[config.mk]
export PLATFORM = sky130hd
export DESIGN_NAME = register_file
export DESIGN_NICKNAME = d
export VERILOG_FILES = /design/src/rtl/register_file_pkg.sv /design/src/rtl/register_file.sv
export SDC_FILE = /design/constraint.sdc
export NUM_CORES = 1
export LEC_CHECK = 0
export ABC_AREA = 1
export BUFFER_PORTS_ARGS = -buffer_cell sky130_fd_sc_hd__buf_2
export CORE_UTILIZATION = 40
export CTS_BUF_LIST = sky130_fd_sc_hd__clkbuf_2 sky130_fd_sc_hd__clkbuf_4 sky130_fd_sc_hd__clkbuf_8
export DETAILED_ROUTE_END_ITERATION = 6
export PLACE_DENSITY_LB_ADDON = 0.1
export SYNTH_ARGS = -nofsm -noshare
export SYNTH_HDL_FRONTEND = slang
export SYNTH_SLANG_ARGS = --single-unit
[constraint.sdc]
create_clock -name clk -period 1.18 [get_ports clk]
set_input_delay 0.118 -clock clk [delete_from_list [all_inputs] [get_ports clk]]
set_output_delay 0.118 -clock clk [all_outputs]
set_load 0.1 [all_outputs]
[src/rtl/register_file_pkg.sv]
// Shared sizing and address type for the CPU general-purpose register file.
package register_file_pkg;
  localparam int DATA_W   = 32;
  localparam int ADDR_W   = 3;
  localparam int NUM_REGS = 1 << ADDR_W;

  typedef logic [ADDR_W-1:0] reg_addr_t;
endpackage

[src/rtl/register_file.sv]
// 8x32 register file: two combinational read ports, one write port, zero-latency reads, no bypass.
// Writes land on the rising edge; reset wins over write; no flow control (always accepts).
module register_file
  import register_file_pkg::*;
(
  input  reg_addr_t          ra1,
  input  reg_addr_t          ra2,
  input  reg_addr_t          wa,
  output logic [DATA_W-1:0]  rd1,
  output logic [DATA_W-1:0]  rd2,
  input  logic [DATA_W-1:0]  wd,
  input  logic               we,
  input  logic               clk,
  input  logic               rst,
  output logic [DATA_W-1:0]  r_reg0,
  output logic [DATA_W-1:0]  r_reg1,
  output logic [DATA_W-1:0]  r_reg2,
  output logic [DATA_W-1:0]  r_reg3,
  output logic [DATA_W-1:0]  r_reg4,
  output logic [DATA_W-1:0]  r_reg5,
  output logic [DATA_W-1:0]  r_reg6,
  output logic [DATA_W-1:0]  r_reg7
);

  logic [DATA_W-1:0] regs_q [NUM_REGS];
  logic [DATA_W-1:0] regs_d [NUM_REGS];

  always_comb begin
    regs_d = regs_q;
    if (we) regs_d[wa] = wd;
  end

  always_ff @(posedge clk) begin
    if (rst) begin
      for (int i = 0; i < NUM_REGS; i++) regs_q[i] <= '0;
    end else begin
      regs_q <= regs_d;
    end
  end

  // Reads tap storage directly, so a same-cycle write is invisible until the edge.
  assign rd1 = regs_q[ra1];
  assign rd2 = regs_q[ra2];

  assign r_reg0 = regs_q[0];
  assign r_reg1 = regs_q[1];
  assign r_reg2 = regs_q[2];
  assign r_reg3 = regs_q[3];
  assign r_reg4 = regs_q[4];
  assign r_reg5 = regs_q[5];
  assign r_reg6 = regs_q[6];
  assign r_reg7 = regs_q[7];

endmodule

==> metrics.md <==
| Metric | Value |
|---|---|
| Outcome | `finished with violations` |
| Failing checks | `setup timing` |
| Slew Limit Fails | `0` |
| Dpl cells | `between 3,000 and 4,000` |
| Fin crit period | `between 1500 and 2000 ps` |
| Clock power frac | `0.290` |
| Final setup vio count | `320` |
| Die area | `roughly 38,000 µm²` |
| Tightest Hold Check Type | `primary input to register` |
| Slack of the critical path | `-610 ps` |
| Post-synthesis cell type count | `19` |
| Cell count after synthesis | `~2,600` |
| Post-Syn Nets | `around 2,600` |
| Num ports | `around 360` |
| P_sw | `approximately 12 mW` |
| Flop pwr share | `0.300` |
| Remaining global-route overflow | `0` |
| Placeable Area | `~36,000 µm²` |
| Worst setup path class | `register to output pin` |
| Hold Vio Cnt, Final | `0` |
| Critical path arrival | `around 1700 ps` |
| Initial DRC count | `~2,000` |
| Pre-CTS setup slack | `-145 ps` |
| Highest clock rate | `around 560 MHz` |
| Met1 Wirelength | `around 28 mm` |
| Routed wire length | `76.1 mm` |
| CP Max Fanout | `2` |
| Die span in x | `194 µm` |
| Reg2reg end | `r_reg5[28]$_SDFFE_PP0P_` |
| Die height | `194 µm` |
| Row count | `70` |
| Layout Cells excl Fill | `about 3,800` |
| Post-Syn Area | `between 10,000 and 15,000 µm²` |
| Worst-case clock buffer depth | `3` |
| Global-route wire length before repair | `around 110 mm` |
| Worst-Skew Late Latency | `slightly above 600 ps` |
| Clk_skew | `0 ps` |
| GP Congestion | `a little under 1` |
| #FFs+latches synth | `256` |
| GRT Util Overall | `0.371` |
| Switching share of power | `0.414` |
| Synth top area share | `0.347` |
| DR WL met2 | `35.5 mm` |
| WHS Path Cells | `6` |
| Synthesis-to-layout area growth | `108%` |
| Max cap viols | `0` |
| Static leakage | `14.0 nW` |
| Initial Utilization | `0.405` |
| Top sig layer | `met5` |
| Dominant cell type by area after synthesis | `dfxtp_1` |
| Layout net count | `roughly 3,300` |
| Post-Syn Area per Cell | `5.74 µm²` |
| Vias per inst | `between 5 and 6` |
| Initial DRT Pass Iterations | `6` |
| Critical Path RT | `~1100 ps` |
| Share of layout cells above drive strength 1 | `0.563` |
| Setup crit start kind | `register` |
| CTS tree | `yes` |
| CP startpoint | `r_reg2[3]$_SDFFE_PP0P_` |
| Drt drc | `0` |
| Sequential fraction of the synthesis area | `0.347` |
| Worst R2R Setup Slack | `about 210 ps` |
| Max IR drop VDD | `about 1.1 mV` |
| Port bufs | `between 300 and 400` |
| Slew @ Worst Pin | `just under 700 ps` |
| Clock transition at path regs | `around 60 ps` |
| Power per cell area | `965 nW/µm²` |
| Via count | `20,400` |
| Post-DP HPWL | `approximately 47 mm` |
| Initial antenna violation count | `2` |
| Clock root cell | `clkbuf_8` |
| Level count of the clock H-tree | `2` |
| Routed len/inst | `around 20 µm` |
| Crit end category | `output pin` |
| RSZ-0062 raised after global routing | `yes` |
| Total CTS buffers | `47` |
| Combinational Power Share | `0.410` |
| Setup TNS | `-88,740 ps` |
| Worst hold endpoint | `r_reg5[5]$_SDFFE_PP0P_` |
| R2R Path Start | `r_reg5[28]$_SDFFE_PP0P_` |
| Largest net degree at the start of global routing | `59` |
| Top cells by area, synth | `dfxtp_1 (35%), nand2_1 (21%), nor2_1 (13%), nand3_1 (8.7%), o21ai_0 (8.0%)` |
| Vias in the first global route | `between 15,000 and 20,000` |
| Hold path startpoint | `wa[1]` |
| Tcrit/Tclk final | `1.52` |
| Relative slew margins | `0.537` |
| Fillers | `~2,100` |
| Internal | `around 17 mW` |
| Yosys warns | `0` |
| Register-to-Register Path Depth | `5` |
| WL met3 | `8.01 mm` |
| Final ANT Viol Nets | `0` |
| # clock sinks | `between 200 and 300` |
==> synthesized netlist by cell type <==
library cell  number
nand3_1          256
buf_6             18
clkbuf_2           6
clkinv_2           2
clkbuf_1          52
inv_2             10
o21ai_0          235
nand2_2            7
buf_1             12
nor2_2             2
nor2_1           513
nor2_4             2
nand2_1          833
buf_4              3
nand2_4            1
inv_1            264
o21ai_1           21
dfxtp_1          256
buf_2             81
==> how the worst max path moves through the flow <==
stage	to	slack (ps)	cells past startpoint
3_3_place_gp	rd2[14]	-140	9
4_1_cts	rd1[18]	-580	7
6_report	rd2[3]	-610	7
5_1_grt	rd1[11]	-660	7
2_1_floorplan	rd2[0]	0.08	6
3_5_place_dp	rd1[24]	-150	7
==> metal layers <==
layer / vias up / global-route usage
met4: 2 / 0.213
met3: 294 / 0.0750
met1: 9468 / 0.461
li1: 9278 / -
met2: 1359 / 0.598
met5: - / 0
==> metrics by stage <==
stage | hold WS (ps) | util | power [mW] | cell area (µm²)
2_1_floorplan | 252 | - | 15.8 | 17100
3_3_place_gp | 462 | 0.685 | 19.5 | 25000
3_5_place_dp | 477 | 0.685 | 19.6 | 25000
4_1_cts | 72.8 | 0.792 | 28.7 | 28900
5_1_grt | 124 | 0.843 | 30.5 | 30700
6_report | 114 | 0.843 | 29.6 | 30700
==> final cells by class <==
| cell class | count | area (µm²) | area share |
|---|---|---|---|
| Clock buffer | 61 | 758 | 0.0247 |
| Timing Repair Buffer | 807 | 11600 | 0.378 |
| Clock inverter | 26 | 143 | 0.00464 |
| Sequential cell | 256 | 6090 | 0.198 |
| Tap cell | 468 | 586 | 0.0191 |
| Inverter | 276 | 1110 | 0.0362 |
| Antenna cell | 3 | 7.51 | 0.000244 |
| Multi-Input combinational cell | 1870 | 10400 | 0.340 |
==> power groups by stage <==
| stage | Sequential (mW) | Clock [mW] | Combinational (mW) |
|---|---|---|---|
| after CTS | 8.85 | 8.56 | 11.3 |
| after global placement | 9.21 | 0 | 10.3 |
| final | 8.89 | 8.60 | 12.2 |
| after floorplan | 11.2 | 0 | 4.56 |
| after detailed placement | 9.22 | 0 | 10.4 |
| after global routing | 8.91 | 8.98 | 12.6 |
==> cell families after synthesis <==
group | after synthesis | synth area share
and+or+nand+nor | 1614 | 0.435
buffers and inverters | 448 | 0.131
DFF | 256 | 0.347
AOI/OAI and AO/OA | 256 | 0.0868
==> critical path: stages (launching register included) <==
cell	delay, ps
dfxtp_4	350
inv_1	80
nand2_2	80
nand3_2	90
nand2_2	120
nand2_4	80
nand2_8	70
buf_12	170
==> flip-flops by register name (all words and copies together) (netlist names) <==
register / flops
r_reg2: 32
r_reg3: 32
r_reg5: 32
r_reg6: 32
r_reg4: 32
r_reg0: 32
r_reg7: 32
r_reg1: 32
==> layout by cell type (no fill, tap or decap), drive strengths merged <==
cell type and count:
nand2 841, diode 3, nand3 256, clkinv 25, buf 774, nor2 517
bufinv 1, dfxtp 256, clkinvlp 1, dlygate4sd3 33, o21ai 256, clkbuf 61
inv 275
==> repair_timing <==
action	CTS	global route
endpoints found under the hold margin	256	0
endpoints found under the setup margin	320	320
setup buffers	213	199
resized for setup	352	550
pin swaps	155	232
cloned	0	0
hold buffers	33	0
(Power assumes the default switching activity.)
